$ cat config.mk
export PLATFORM = sky130hd
export DESIGN_NAME = id_scan_ctrl_flat
export DESIGN_NICKNAME = d
export VERILOG_FILES = /design/src/rtl/id_scan_ctrl_pkg.sv /design/src/rtl/id_scan_ctrl_if.sv /design/src/rtl/id_scan_ctrl_match_core.sv /design/src/rtl/id_scan_ctrl.sv /design/src/flat_wrapper.sv
export SDC_FILE = /design/constraint.sdc
export NUM_CORES = 1
export LEC_CHECK = 0
export BUFFER_PORTS_ARGS = -buffer_cell sky130_fd_sc_hd__buf_2
export CAP_MARGIN = 5
export CORE_MARGIN = 2
export CORE_UTILIZATION = 35
export CTS_CLUSTER_DIAMETER = 100
export DETAILED_ROUTE_END_ITERATION = 10
export PLACE_DENSITY = 0.51
export SETUP_SLACK_MARGIN = 0.2
export SKIP_LAST_GASP = 1
export SLEW_MARGIN = 30
export SYNTH_ARGS = -nofsm -noshare
export SYNTH_HDL_FRONTEND = slang
export SYNTH_SLANG_ARGS = --single-unit
$ cat constraint.sdc
create_clock -name clk -period 3.84 [get_ports clk]
set_input_delay 0.768 -clock clk [delete_from_list [all_inputs] [get_ports clk]]
set_output_delay 0.768 -clock clk [all_outputs]
set_load 0.03 [all_outputs]
$ cat src/rtl/id_scan_ctrl_pkg.sv
// Shared types for the identifier scanner: byte classes, matcher and controller states.
// Combinational helper only; no latency, no flow control.
package id_pkg;

  typedef enum logic [1:0] {CLS_LETTER, CLS_DIGIT, CLS_TERM, CLS_OTHER} char_cls_t;
  typedef enum logic [1:0] {S0, S1, S2} match_st_t;
  typedef enum logic {SCAN, REPORT} ctrl_st_t;

  // Terminator wins over the letter/digit ranges so any byte can serve as TERM.
  function automatic char_cls_t classify(input logic [7:0] c, input logic [7:0] term);
    if (c == term) return CLS_TERM;
    if ((c >= 8'h41 && c <= 8'h5A) || (c >= 8'h61 && c <= 8'h7A)) return CLS_LETTER;
    if (c >= 8'h30 && c <= 8'h39) return CLS_DIGIT;
    return CLS_OTHER;
  endfunction

endpackage

$ cat src/rtl/id_scan_ctrl_if.sv
// Byte stream in, per-string result out; master is the environment, slave the controller.
// Valid/ready on both sides; result held by the slave until accepted.
interface id_scan_ctrl_if #(parameter int CNT_W = 8, parameter int LEN_W = 8);
  logic             in_valid;
  logic             in_ready;
  logic [7:0]       in_char;
  logic             res_valid;
  logic             res_ready;
  logic [CNT_W-1:0] res_count;
  logic [LEN_W-1:0] res_maxlen;
  logic             res_ovf;

  modport master (output in_valid, in_char, res_ready,
                  input  in_ready, res_valid, res_count, res_maxlen, res_ovf);
  modport slave  (input  in_valid, in_char, res_ready,
                  output in_ready, res_valid, res_count, res_maxlen, res_ovf);
endinterface

$ cat src/rtl/id_scan_ctrl_match_core.sv
// Letter->digit matcher and saturating token length; next values are combinational from state/class.
// Registers advance one step per asserted step; clear dominates; no backpressure of its own.
module id_match_core
  import id_pkg::*;
#(
  parameter int LEN_W = 8
) (
  input  logic             clk,
  input  logic             rst_n,
  input  logic             step,
  input  logic             clear,
  input  char_cls_t        cls,
  output match_st_t        state,
  output match_st_t        next_state,
  output logic [LEN_W-1:0] len_next,
  output logic             sat
);

  logic [LEN_W-1:0] len;
  logic             grow;

  always_comb begin
    next_state = S0;
    grow       = 1'b0;
    len_next   = '0;
    case (cls)
      CLS_LETTER: begin
        next_state = S1;
        if (state == S1) grow = 1'b1;
        else             len_next = LEN_W'(1);
      end
      CLS_DIGIT: begin
        if (state != S0) begin
          next_state = S2;
          grow       = 1'b1;
        end
      end
      default: ;
    endcase
    sat = grow && (len == '1);
    if (grow) len_next = sat ? len : len + LEN_W'(1);
  end

  always_ff @(posedge clk or negedge rst_n) begin
    if (!rst_n) begin
      state <= S0;
      len   <= '0;
    end else if (clear) begin
      state <= S0;
      len   <= '0;
    end else if (step) begin
      state <= next_state;
      len   <= len_next;
    end
  end

endmodule

$ cat src/rtl/id_scan_ctrl.sv
// Counts identifiers per TERM-delimited string and reports count/longest/overflow.
// Result 1 cycle after TERM; input stalls (in_ready=0) while a result waits for res_ready.
module id_scan_ctrl
  import id_pkg::*;
#(
  parameter int         CNT_W = 8,
  parameter int         LEN_W = 8,
  parameter logic [7:0] TERM  = 8'h00
) (
  input logic         clk,
  input logic         rst_n,
  id_scan_ctrl_if.slave bus
);

  ctrl_st_t         ctrl, ctrl_nx;
  char_cls_t        cls;
  match_st_t        m_state, m_next;
  logic [LEN_W-1:0] len_next;
  logic             len_sat;
  logic             fire, step, is_term, cnt_inc, ovf_nx;
  logic [CNT_W-1:0] count, res_count;
  logic [LEN_W-1:0] maxlen, res_maxlen;
  logic             ovf, res_ovf;

  assign cls     = classify(bus.in_char, TERM);
  assign is_term = (cls == CLS_TERM);
  assign fire    = bus.in_valid && (ctrl == SCAN);
  assign step    = fire && !is_term;
  assign cnt_inc = step && (m_state == S1) && (m_next == S2);
  assign ovf_nx  = ovf || len_sat || (cnt_inc && (count == '1));

  id_match_core #(.LEN_W(LEN_W)) u_core (
    .clk        (clk),
    .rst_n      (rst_n),
    .step       (step),
    .clear      (fire && is_term),
    .cls        (cls),
    .state      (m_state),
    .next_state (m_next),
    .len_next   (len_next),
    .sat        (len_sat)
  );

  always_ff @(posedge clk or negedge rst_n) begin
    if (!rst_n) ctrl <= SCAN;
    else        ctrl <= ctrl_nx;
  end

  always_comb begin
    ctrl_nx = ctrl;
    case (ctrl)
      SCAN:    if (fire && is_term) ctrl_nx = REPORT;
      REPORT:  if (bus.res_ready)   ctrl_nx = SCAN;
      default: ctrl_nx = SCAN;
    endcase
  end

  // Handshake outputs come straight from the state register: no input-to-output paths.
  assign bus.in_ready   = (ctrl == SCAN);
  assign bus.res_valid  = (ctrl == REPORT);
  assign bus.res_count  = res_count;
  assign bus.res_maxlen = res_maxlen;
  assign bus.res_ovf    = res_ovf;

  always_ff @(posedge clk or negedge rst_n) begin
    if (!rst_n) begin
      count      <= '0;
      maxlen     <= '0;
      ovf        <= 1'b0;
      res_count  <= '0;
      res_maxlen <= '0;
      res_ovf    <= 1'b0;
    end else if (fire && is_term) begin
      res_count  <= count;
      res_maxlen <= maxlen;
      res_ovf    <= ovf;
      count      <= '0;
      maxlen     <= '0;
      ovf        <= 1'b0;
    end else if (step) begin
      if (cnt_inc && (count != '1)) count <= count + CNT_W'(1);
      if ((m_next == S2) && (len_next > maxlen)) maxlen <= len_next;
      ovf <= ovf_nx;
    end
  end

endmodule

$ cat src/flat_wrapper.sv
// flat-port wrapper written by rule: the top's interface ports become plain ports
module id_scan_ctrl_flat import id_pkg::*;
#(
  parameter int         CNT_W = 8,
  parameter int         LEN_W = 8,
  parameter logic [7:0] TERM  = 8'h00
)
  (clk, rst_n, bus_in_valid, bus_in_char, bus_res_ready, bus_in_ready, bus_res_valid, bus_res_count, bus_res_maxlen, bus_res_ovf);
  id_scan_ctrl_if #(.CNT_W(CNT_W), .LEN_W(LEN_W)) bus_i ();
  input logic clk;
  input logic rst_n;
  input wire logic [$bits(bus_i.in_valid)-1:0] bus_in_valid;
  input wire logic [$bits(bus_i.in_char)-1:0] bus_in_char;
  input wire logic [$bits(bus_i.res_ready)-1:0] bus_res_ready;
  output wire logic [$bits(bus_i.in_ready)-1:0] bus_in_ready;
  output wire logic [$bits(bus_i.res_valid)-1:0] bus_res_valid;
  output wire logic [$bits(bus_i.res_count)-1:0] bus_res_count;
  output wire logic [$bits(bus_i.res_maxlen)-1:0] bus_res_maxlen;
  output wire logic [$bits(bus_i.res_ovf)-1:0] bus_res_ovf;
  assign bus_i.in_valid = bus_in_valid;
  assign bus_i.in_char = bus_in_char;
  assign bus_i.res_ready = bus_res_ready;
  assign bus_in_ready = bus_i.in_ready;
  assign bus_res_valid = bus_i.res_valid;
  assign bus_res_count = bus_i.res_count;
  assign bus_res_maxlen = bus_i.res_maxlen;
  assign bus_res_ovf = bus_i.res_ovf;
  id_scan_ctrl #(.CNT_W(CNT_W), .LEN_W(LEN_W), .TERM(TERM)) u_core (.clk(clk), .rst_n(rst_n), .bus(bus_i));
endmodule
Yosys cells after proc, flatten, opt, wreduce, memory -nomap -nowiden
Index checks and enable logic that the tools add are counted.

word-level totals
  output and inout port bits = 19
  logic and storage cells = 86
  flip-flop bits (word level) = 45

operators by class
  add/subtract/negate cells = 2
  bitwise gates (word level) = 1
  muxes and demuxes = 36
  reductions and logical operators = 24
  magnitude comparators = 7
  equal/unequal tests = 7

operators with widths
  kind                   count
  $mux W8                10
  $mux W2                9
  $add A8 B1 Y8 const B  2
  $eq A8 B8 Y1 const B   2
  $ge A8 B7 Y1 const B   2
  $le A8 B7 Y1 const B   2
  $mux W1                14
  $logic_and A1 B1 Y1    12
  $ge A8 B6 Y1 const B   1
  $gt A8 B8 Y1           1
  $le A8 B6 Y1 const B   1
  $logic_not A8 Y1       1
  $ne A8 B8 Y1 const B   1
  $reduce_bool A2 Y1     4
  $eq A2 B1 Y1 const B   2
  $eq A2 B2 Y1 const B   2
  $pmux W1 S2            2
  $pmux W2 S2            1
  $reduce_and A2 Y1      2
  $logic_or A1 B1 Y1     3
  $logic_not A2 Y1       1
  $logic_not A1 Y1       1
  $not A1 Y1             1

Logic depth before layout (Yosys ltp)
Gate-level depths: netlist of run 1.

  depth in word-level cells = 20
  gate-level depth with buffers = 12
  mapped depth without buffers = 12

By module
A second synthesis of run 1 with hierarchy kept.

second synthesis, totals
  cell total of the unflattened synthesis = 247
  area, all modules = 2481.1 um^2

by module, submodules not included
  module         seq. area each (um^2)  area an instance (um^2)  cells an instance  times used
  id_scan_ctrl   875.8                  1788.0                   161                1
  id_match_core  250.2                  693.2                    86                 1

Worst setup path after synthesis of run 1
No wires, ideal clock.

  kind = input port to flip-flop
  start = input bus_in_char[0]
  end = register u_core.maxlen[0]
  path slack = 0.344 ns
  arrival = 3.415 ns
  setup time = 0.082 ns
  required time = 3.758 ns
  cell stages on the path = 11
  cell sequence = or4_4 nor2_1 nor4b_1 a21oi_1 nor2_1 ha_1 nor2b_1 o211ai_1 a21oi_1 o21ai_1 mux2i_1

between the ends
  word-level cells in the longest chain between the ends = 17
  elaborated cells on any way between the ends = 43

RTL lines
  what                                              line                                            RTL
  from (decl)                                       flat_wrapper.sv:13                              input wire logic [$bits(bus_i.in_char)-1:0] bus_in_char;
  $ge A8 B6 Y1, or another cell as far along        id_scan_ctrl_pkg.sv:13                          if (c >= 8'h30 && c <= 8'h39) return CLS_DIGIT;
  $logic_and A1 B1 Y1, on equally long branches     id_scan_ctrl_pkg.sv:13, id_scan_ctrl_pkg.sv:12
  $mux W1 or $logic_or A1 B1 Y1 (tied branches)     id_scan_ctrl_pkg.sv:13, id_scan_ctrl_pkg.sv:12
  $mux W1 or $mux W2 (tied branches)                id_scan_ctrl_pkg.sv:13, id_scan_ctrl_pkg.sv:12
  $mux W1 or $mux W2 (tied branches)                id_scan_ctrl_pkg.sv:12, id_scan_ctrl_pkg.sv:13
  $mux W2                                           id_scan_ctrl_pkg.sv:14                          return CLS_OTHER;
  $mux W2                                           id_scan_ctrl_pkg.sv:13
  $mux W2 (*)                                       id_scan_ctrl_pkg.sv:12                          if ((c >= 8'h41 && c <= 8'h5A) || (c >= 8'h61 && c <= 8'h7A)) return CLS_LETTER;
  $eq A2 B1 Y1 or $logic_not A2 Y1 (tied branches)  id_scan_ctrl_match_core.sv:26                   case (cls)
  $pmux W1 S2                                       id_scan_ctrl_match_core.sv:26
  $logic_and A1 B1 Y1                               id_scan_ctrl_match_core.sv:40                   sat = grow && (len == '1);
  $mux W8 (2 in series)                             id_scan_ctrl_match_core.sv:41                   if (grow) len_next = sat ? len : len + LEN_W'(1);
  $gt A8 B8 Y1                                      id_scan_ctrl.sv:82                              if ((m_next == S2) && (len_next > maxlen)) maxlen <= len_next;
  $logic_and A1 B1 Y1                               id_scan_ctrl.sv:82
  $reduce_bool A2 Y1 (no source line)               -
  $reduce_and A2 Y1 (no source line)                -
  to (signal assigned)                              id_scan_ctrl.sv:82
  to (decl)                                         id_scan_ctrl.sv:22                              logic [LEN_W-1:0] maxlen, res_maxlen;

Mark *: on every way between the ends. The rest lies on a longest branch, timed or not. The select of a mux whose other input is x is not followed.
A chain may end at the register's enable or synchronous reset.

Final worst setup path of run 1
  start = input bus_in_char[1]
  end = register u_core.maxlen[7]

Same word-level chain as after synthesis.

==> results.sh, run 1 <==
export IMPL_root_buffer="clkbuf_8"
export IMPL_cts_path_max_buffers=2
export IMPL_outcome="finished, final reports clean"
export IMPL_cp_required_ns=4.06
export IMPL_track_usage=0.137
export IMPL_finalNonFillerCells=363
export IMPL_dp_cells=355
export IMPL_grt_max_degree=46
export IMPL_drive_gt1_frac=0.164
export IMPL_r2r_start="u_core.u_core.len[0]"
export IMPL_ys_warnings_count=0
export IMPL_routed_wl_mm=4.70
export IMPL_clk_latency_ns=0.30
export IMPL_relSlewSlack=0.518
export IMPL_fin_worst_skew_ns=0.00839
export IMPL_wl_per_cell_um=12.9
export IMPL_syn_area_um2=2320
export IMPL_setup_viol=0
export IMPL_end_kind="register"
export IMPL_ys_seq_area_frac=0.485
export IMPL_ir_drop_v=0.000230
export IMPL_dr_pass1_iters=4
export IMPL_synthCells=251
export IMPL_pre_cts_slack_ns=0.437
export IMPL_reg2reg_depth=13
export IMPL_cts_setup_buffers=0
export IMPL_fin_ws_ns=0.743
export IMPL_finalHoldViolCount=0
export IMPL_grt_pass1_wl_mm=7.93
export IMPL_drt_iter0_drc=74
export IMPL_fin_tns_setup_ns=0
export IMPL_port_buffers=30
export IMPL_antenna_cells=0
export IMPL_place_congestion=0.734
export IMPL_cp_max_fo=8
export IMPL_grt_pass1_vias=1648
export IMPL_cts_hold_buffers_added=0
export IMPL_startpoint="bus_in_char[1]"
export IMPL_numCtsBuffers=5
export IMPL_antenna_left=0
export IMPL_dieHeight_um=85.5
export IMPL_initial_utilization=0.364
export IMPL_drt_vias_per_instance=4.85
export IMPL_die_area_um2=7300
export IMPL_synthToLayoutAreaGrowth_pct=15.6
export IMPL_rows=29
export IMPL_hold_slack_ns=0.442
export IMPL_fin_crit_ns=3.10
export IMPL_syn_area_per_cell_um2=9.25
export IMPL_grt_remaining_overflow=0
export IMPL_p_per_area_nw_per_um2=356
export IMPL_final_core_util=0.420
export IMPL_rsz0062_at_grt="false"
export IMPL_cts_tree="done"
export IMPL_ys_ff_latch=45
export IMPL_ys_types=36
export IMPL_fin_nets=307
export IMPL_worstHoldPathType="input pin to async pin"
export IMPL_worst_slew_pin_slew_ns=0.713
export IMPL_fmax_ghz=0.323
export IMPL_htreeDepth=2
export IMPL_path_class="input pin to register"
export IMPL_vias=1761
export IMPL_antenna_found_initial=0
export IMPL_arrival_ns=3.32
export IMPL_dp_hpwl_mm=3.40
export IMPL_dpl_cell_area_um2=2550
export IMPL_core_area_um2=6390
export IMPL_p_leak_nw=1.36
export IMPL_io_pins=31
export IMPL_finalPower_mw=0.955
export IMPL_cp_start_kind="input pin"
export IMPL_cts_sinks=45
export IMPL_cap_violations=0
export IMPL_final_cell_area_um2=2680
export IMPL_drv_slew=0
export IMPL_post_route_period_util=0.807
export IMPL_synthesis_nets=273
export IMPL_clk_pin_slew_worst_paths_ns=0.09
export IMPL_ctsResizeCount=0
export IMPL_die_w_um=85.5
export IMPL_drcViolationCount=0
[worst max-delay path, cell delays in order]
cell      delay (ns)
buf_2           0.11
a21oi_1         0.13
nor2_1          0.05
nor4b_1         0.64
a21oi_1         0.16
buf_4           0.19
nor2_1          0.11
ha_1            0.24
nor2b_1         0.13
o211ai_1        0.15
a21oi_1         0.08
o21ai_1         0.13
buf_4           0.20
mux2i_1         0.21
[registers in the layout, summed over array words and instances, names as in the netlist]
register               count
u_core.bus.res_ovf         1
u_core.u_core.len          8
u_core.bus.res_valid       1
u_core.bus.res_maxlen      8
u_core.u_core.state        2
u_core.ovf                 1
u_core.bus.res_count       8
u_core.count               8
u_core.maxlen              8
[layer usage]
layer | vias to the layer above | GRT usage | part of all wire
met5 | - | 0 | 0
met4 | 0 | 0.0476 | 0.0087
met3 | 2 | 0.0360 | 0.034
met2 | 27 | 0.205 | 0.41
met1 | 798 | 0.192 | 0.54
li1 | 934 | - | -
[cells in the mapped netlist]
master     count  area, um2
nor4b_1        1       8.76
nor3_1         2       10.0
o2111ai_1      1       8.76
nand3_1        6       30.0
o211ai_1       2       15.0
and4_1         1       8.76
and3_1         3       18.8
xnor2_1        7       61.3
o211a_1        1       10.0
nor2_1        21       78.8
clkbuf_1       1       3.75
mux2i_1       11        110
nor2b_1        3       18.8
xor2_1         2       17.5
a32oi_2        1       16.3
nor4_2         1       12.5
and4bb_2       2       25.0
o31ai_1        2       15.0
nand3b_1       1       7.51
nor4_1         3       18.8
o21ai_0       23        115
or4_4          2       22.5
nand2b_1       2       12.5
a21oi_1        8       40.0
nand2_1       66        248
nand4_1        5       31.3
ha_1          10        125
o21ai_1        1       5.00
or3_1          1       6.26
nor3b_1        1       7.51
dfrtp_1       45       1130
inv_1          8       30.0
buf_2          2       10.0
buf_6          3       33.8
a21o_1         1       7.51
o22ai_1        1       6.26
[final timing paths]
kind	end	slack (ns)
max reg2reg	u_core.maxlen[7]	1.05
min in group clk	u_core.bus.res_count[2]	0.48
min	u_core.u_core.len[6]	0.44
max in group asynchronous	u_core.bus.res_maxlen[7]	2.98
max	u_core.maxlen[7]	0.74
min reg2reg	u_core.bus.res_count[2]	0.48
[report_power, final]
group	switching, mW	internal [mW]	total, mW
combinational	0.0267	0.0141	0.0408
sequential	0.00394	0.477	0.481
clock	0.171	0.262	0.433
[kinds of logic after synthesis]
logic type | share of synthesized area
compound gates | 0.103
xor+xnor | 0.0339
fa+ha+maj | 0.0539
buf+inv | 0.0334
flops | 0.485
mux | 0.0474
simple gates | 0.244
[layout by cell type, fill, tap and decap left out, types with 4 or more instances in the layout]
master     n
nand2_1   66
dfrtp_1   45
buf_2     29
o21ai_0   23
nor2_1    21
mux2i_1   11
ha_1      10
a21oi_1    8
inv_1      8
xnor2_1    7
nand3_1    6
nand4_1    5
clkbuf_8   5
buf_4      4
[layout make-up]
| type | count | area [um2] |
|---|---|---|
| fill | 659 | 3700 |
| sequential | 45 | 1130 |
| multi-input combinational | 192 | 1120 |
| timing repair buffer | 33 | 175 |
| tap | 77 | 96.3 |
| clock buffer | 5 | 68.8 |
| clock inverter | 3 | 68.8 |
| inverter | 8 | 30.0 |
No activity file was read; power rests on OpenSTA's default activity.
==> run 2, diff against run 1 <==
PLACE_DENSITY = 0.53   (was 0.51)
clock period = 2.7 ns   (was 3.84 ns; I/O delays follow)
==> run 2 against run 1 <==
Effect of this change:
- routed wire length up 6.3%
- global-route usage up 1.1 points
- non-clock buffer count rose by 29
- via count grew 6.1%
- clock skew increased by 0.0015 ns
- hold slack got worse by 0.38 ns
- flip-flop and latch count unchanged
- critical path depth stayed put
- power up 26%
- clock power about the same
- sequential share of layout area fell by 4.1 points
- critical path type unchanged
- critical endpoint is now u_core.maxlen[5]
- largest cell class is now multi-input gates
- highest routed layer unchanged
==> results.sh, run 2 (same netlist as run 1, synthesis figures left out) <==
export IMPL_initial_utilization=0.364
export IMPL_cp_endpoint="u_core.maxlen[5]"
export IMPL_numCtsBuffers=5
export IMPL_port_buffers=30
export IMPL_place_congestion=0.771
export IMPL_reg2reg_depth=13
export IMPL_critPathMostFrequentCell="buf_6"
export IMPL_clk_latency_ns=0.30
export IMPL_r2r_start="u_core.u_core.len[0]"
export IMPL_finalHoldViolCount=0
export IMPL_drv_slew=0
export IMPL_grt_pass1_vias=1812
export IMPL_wl_per_cell_um=12.7
export IMPL_clk_pin_slew_worst_paths_ns=0.09
export IMPL_dp_hpwl_mm=3.80
export IMPL_dpl_cell_area_um2=2800
export IMPL_fmax_ghz=0.382
export IMPL_cts_sinks=45
export IMPL_grt_max_degree=24
export IMPL_grt_pass1_wl_mm=8.61
export IMPL_final_cell_area_um2=2970
export IMPL_antenna_left=0
export IMPL_vias=1868
export IMPL_fin_nets=336
export IMPL_grt_remaining_overflow=0
export IMPL_io_pins=31
export IMPL_cp_start_kind="input pin"
export IMPL_rsz0062_at_grt="true"
export IMPL_worstReg2RegEnd="u_core.maxlen[5]"
export IMPL_pre_cts_slack_ns=-0.269
export IMPL_die_w_um=85.5
export IMPL_arrival_ns=2.83
export IMPL_htreeDepth=2
export IMPL_track_usage=0.148
export IMPL_routed_wl_mm=5.00
export IMPL_synthToLayoutAreaGrowth_pct=28.1
export IMPL_cp_max_fo=8
export IMPL_dieHeight_um=85.5
export IMPL_p_leak_nw=1.49
export IMPL_fin_tns_setup_ns=0
export IMPL_cp_required_ns=2.91
export IMPL_startpoint="bus_in_char[0]"
export IMPL_ir_drop_v=0.000224
export IMPL_antenna_found_initial=0
export IMPL_post_route_period_util=0.970
export IMPL_outcome="finished, final reports clean"
export IMPL_final_common_cell="nand2_1"
export IMPL_dr_pass1_iters=4
export IMPL_ff2ff_setup_slack_ns=0.12
export IMPL_drcViolationCount=0
export IMPL_path_class="input pin to register"
export IMPL_fillCellCount=632
export IMPL_fin_worst_skew_ns=0.00986
export IMPL_p_per_area_nw_per_um2=404
export IMPL_rows=29
export IMPL_core_area_um2=6390
export IMPL_multi_input_comb_area_um2=1200
export IMPL_root_buffer="clkbuf_8"
export IMPL_hold_slack_ns=0.0636
export IMPL_drive_gt1_frac=0.286
export IMPL_regArea_um2=1130
export IMPL_final_cell_mix="nand2_1, dfrtp_1, buf_4"
export IMPL_worst_slew_pin_slew_ns=0.623
export IMPL_cap_violations=0
export IMPL_drt_vias_per_instance=4.77
export IMPL_die_area_um2=7300
export IMPL_path_cells="buf_6 > or4_4 > nor2_4 > nor4b_4 > a21oi_2 > buf_6 > nor2_4 > ha_4 > nor2b_4 > o211ai_1 > a21oi_2 > o21ai_4 > buf_6 > mux2i_2"
export IMPL_setup_viol=0
export IMPL_worstHoldPathType="input pin to async pin"
export IMPL_drt_iter0_drc=67
export IMPL_cts_path_max_buffers=2
export IMPL_relSlewSlack=0.584
export IMPL_crit_slowest_cell="or4_4"
export IMPL_antenna_cells=0
export IMPL_fin_ws_ns=0.0819
export IMPL_fin_crit_ns=2.62
export IMPL_slowest_delay_ns=0.54
export IMPL_cts_tree="done"
export IMPL_end_kind="register"
## run 2: cell types whose count changed in the layout (fill, tap and decap cells not counted), sizes merged
| cell | previous run | this run |
|---|---|---|
| clkinv | 0 | 1 |
| clkinvlp | 0 | 1 |
| bufinv | 2 | 0 |
| buf | 33 | 62 |
## run 2: report_power, final
part,switching (mW),internal [mW]
combinational,0.0489,0.0379
sequential,0.00452,0.678
clock,0.246,0.187
total,0.299,0.903
## run 2: worst max-delay path, delay by kind of cell
family	cells	cell delay, ns
adder cells (fa/ha/maj)	1	0.22
multiplexers	1	0.19
buffers and inverters	3	0.36
AND/OR/NAND/NOR	5	0.88
AO/OA/AOI/OAI	4	0.63
## run 2: routing by layer
layer	track usage	wire length (um)	vias to the layer above
met5	0	0	-
met3	0.0302	118	2
met1	0.224	2690	854
li1	-	-	991
met2	0.212	2140	21
met4	0.0433	43	0
## run 2: worst min path at each step
stage,from,endpoint,slack (ns),cells past startpoint
finish,rst_n,u_core.bus.res_maxlen[5],0.06,1
global route,rst_n,u_core.u_core.len[6],0.06,1
CTS,rst_n,u_core.bus.res_maxlen[5],0.06,1
detailed placement,rst_n,u_core.u_core.len[6],0.39,1
global placement,rst_n,u_core.u_core.len[6],0.39,1
floorplan,rst_n,u_core.bus.res_count[0],0.24,0
## run 2: timing repair
| action | 4_1_cts | 5_1_grt |
|---|---|---|
| setup endpoints to repair | 8 | 8 |
| setup buffers | 0 | 0 |
| resized for setup | 13 | 6 |
| hold buffers | 0 | 0 |
| pin swaps | 4 | 1 |
| gates cloned | 0 | 0 |
## run 2: layout make-up
cell class	count	area share
Clock buffer	5	0.0231
Timing Repair Buffer	62	0.142
Sequential cell	45	0.379
Tap cell	77	0.0324
Multi-Input combinational cell	192	0.405
Inverter	8	0.0101
Clock inverter	3	0.00841
## run 2: per-stage QoR
stage | total power, mW | std cells | util
final | 1.20 | 392 | 0.466
after global routing | 1.27 | 392 | 0.466
after CTS | 1.23 | 392 | 0.462
after detailed placement | 0.776 | 384 | 0.439
after global placement | 0.775 | 384 | 0.439
after floorplan | 0.726 | 251 | -
==> run 3, diff against run 2 <==
CORE_UTILIZATION = 45   (was 35)
PLACE_DENSITY = 0.63   (was 0.53)
clock period = 2.8 ns   (was 2.7 ns; I/O delays follow)
==> run 3 against run 2 <==
Effect of this change:
- clock-buffer cell count stayed put
- die area fell by 21%
- combinational power decreased by 6.6%
- setup slack gained 0.10 ns
- critical endpoint is now u_core.maxlen[2]
- sequential share of layout area is 0.75 points higher
- register-to-register slack improved by 0.09 ns
- utilization is 11 points higher
- non-clock buffer count shrank 10
==> results.sh, run 3 (same netlist as run 1, synthesis figures left out) <==
export IMPL_antenna_found_initial=0
export IMPL_rsz0062_at_grt="true"
export IMPL_final_common_cell="nand2_1"
export IMPL_clk_latency_ns=0.30
export IMPL_dr_pass1_iters=4
export IMPL_fin_crit_ns=2.62
export IMPL_p_per_area_nw_per_um2=397
export IMPL_synthToLayoutAreaGrowth_pct=25.6
export IMPL_port_buffers=30
export IMPL_htreeDepth=2
export IMPL_worstHoldPathType="input pin to async pin"
export IMPL_cts_sinks=45
export IMPL_outcome="finished, final reports clean"
export IMPL_initial_utilization=0.461
export IMPL_grt_max_degree=46
export IMPL_die_w_um=75.8
export IMPL_drv_slew=0
export IMPL_cp_start_kind="input pin"
export IMPL_end_kind="register"
export IMPL_dp_hpwl_mm=3.34
export IMPL_dieHeight_um=75.8
export IMPL_slowest_delay_ns=0.54
export IMPL_fillCellCount=482
export IMPL_numCtsBuffers=5
export IMPL_antenna_left=0
export IMPL_setup_viol=0
export IMPL_path_cells="buf_6 > or4_4 > nor2_4 > nor4b_4 > a21oi_2 > buf_6 > nor2_4 > ha_4 > nor2b_1 > o211ai_1 > a21oi_4 > o21ai_4 > buf_12 > mux2i_1"
export IMPL_worstReg2RegEnd="u_core.maxlen[2]"
export IMPL_wl_per_cell_um=12.5
export IMPL_arrival_ns=2.85
export IMPL_drcViolationCount=0
export IMPL_ir_drop_v=0.000172
export IMPL_antenna_cells=0
export IMPL_cp_required_ns=3.03
export IMPL_fin_nets=326
export IMPL_cts_tree="done"
export IMPL_finalHoldViolCount=0
export IMPL_grt_remaining_overflow=0
export IMPL_rows=26
export IMPL_path_depth=14
export IMPL_final_cell_mix="nand2_1, dfrtp_1, buf_2"
export IMPL_vias=1847
export IMPL_dp_cells=366
export IMPL_core_area_um2=5040
export IMPL_io_pins=31
export IMPL_hold_slack_ns=0.244
export IMPL_finalPower_mw=1.16
export IMPL_cap_violations=0
export IMPL_critical_path_buf_inv_count=3
export IMPL_worst_slew_pin_slew_ns=0.603
export IMPL_fin_ws_ns=0.183
export IMPL_relSlewSlack=0.598
export IMPL_p_leak_nw=1.46
export IMPL_die_area_um2=5750
export IMPL_fin_worst_skew_ns=0.00442
export IMPL_grt_pass1_wl_mm=7.91
export IMPL_cpLargestDelayFamily="simple AND/OR/NAND/NOR gates"
export IMPL_drive_gt1_frac=0.269
export IMPL_startpoint="bus_in_char[0]"
export IMPL_drt_vias_per_instance=4.93
export IMPL_clk_pin_slew_worst_paths_ns=0.09
export IMPL_finalNonFillerCells=375
export IMPL_track_usage=0.182
export IMPL_post_route_period_util=0.935
export IMPL_cts_hold_buffers_added=0
export IMPL_final_core_util=0.578
export IMPL_path_class="input pin to register"
export IMPL_grt_pass1_vias=1710
export IMPL_r2r_start="u_core.u_core.len[1]"
export IMPL_root_buffer="clkbuf_8"
export IMPL_fmax_ghz=0.382
export IMPL_place_congestion=0.815
export IMPL_ff2ff_setup_slack_ns=0.21
export IMPL_cts_path_max_buffers=2
export IMPL_reg2reg_depth=13
export IMPL_pre_cts_slack_ns=-0.156
export IMPL_routed_wl_mm=4.70
export IMPL_drt_iter0_drc=128
export IMPL_cp_max_fo=8
export IMPL_crit_slowest_cell="or4_4"
## run 3: worst max-delay path by stage
stage | endpoint | slack (ns)
after detailed placement | u_core.maxlen[2] | -0.16
final | u_core.maxlen[2] | 0.18
after global routing | u_core.maxlen[3] | 0.06
after CTS | u_core.maxlen[2] | 0.18
after global placement | u_core.maxlen[0] | -0.08
after floorplan | u_core.maxlen[0] | -0.04
## run 3: final cells by class
type	count	area [um2]	share of cell area
inverter	8	30.0	0.0103
tap	70	87.6	0.0300
sequential	45	1130	0.386
clock inverter	3	21.3	0.00729
multi-input combinational	192	1240	0.424
clock buffer	5	68.8	0.0236
timing repair buffer	52	347	0.119
## run 3: power breakdown
| group | switching, mW | internal [mW] | total [mW] |
|---|---|---|---|
| logic | 0.0457 | 0.0354 | 0.0811 |
| clock network | 0.241 | 0.177 | 0.418 |
| registers | 0.00483 | 0.654 | 0.659 |
## run 3: layer usage
layer / routed length [um] / vias to the layer above / track usage
met2: 1990 / 46 / 0.259
met1: 2480 / 830 / 0.273
li1: - / 969 / -
met3: 196 / 2 / 0.0463
met5: 0 / - / 0
met4: 30 / 0 / 0.0565
## run 3: worst register-to-register path: stages (launching register included)
cell     delay (ns)
dfrtp_1        0.44
ha_2           0.21
and3_2         0.26
nand2_4        0.12
nand4_1        0.12
xor2_1         0.19
nor2_1         0.08
ha_1           0.31
nand4_1        0.13
o21ai_1        0.18
nor2_2         0.08
o21ai_4        0.08
buf_12         0.15
mux2i_1        0.18
## run 3: timing repair
action	CTS	global route
gates resized for setup	7	15
buffers inserted	0	1
setup endpoints to repair	8	8
pin swaps	0	2
## run 3: stage by stage
stage	instance area (um2)	TNS, ns
2_1_floorplan	2350	-0.333
3_3_place_gp	2710	-0.657
3_5_place_dp	2710	-1.07
4_1_cts	2840	0
5_1_grt	2920	0
6_report	2920	0
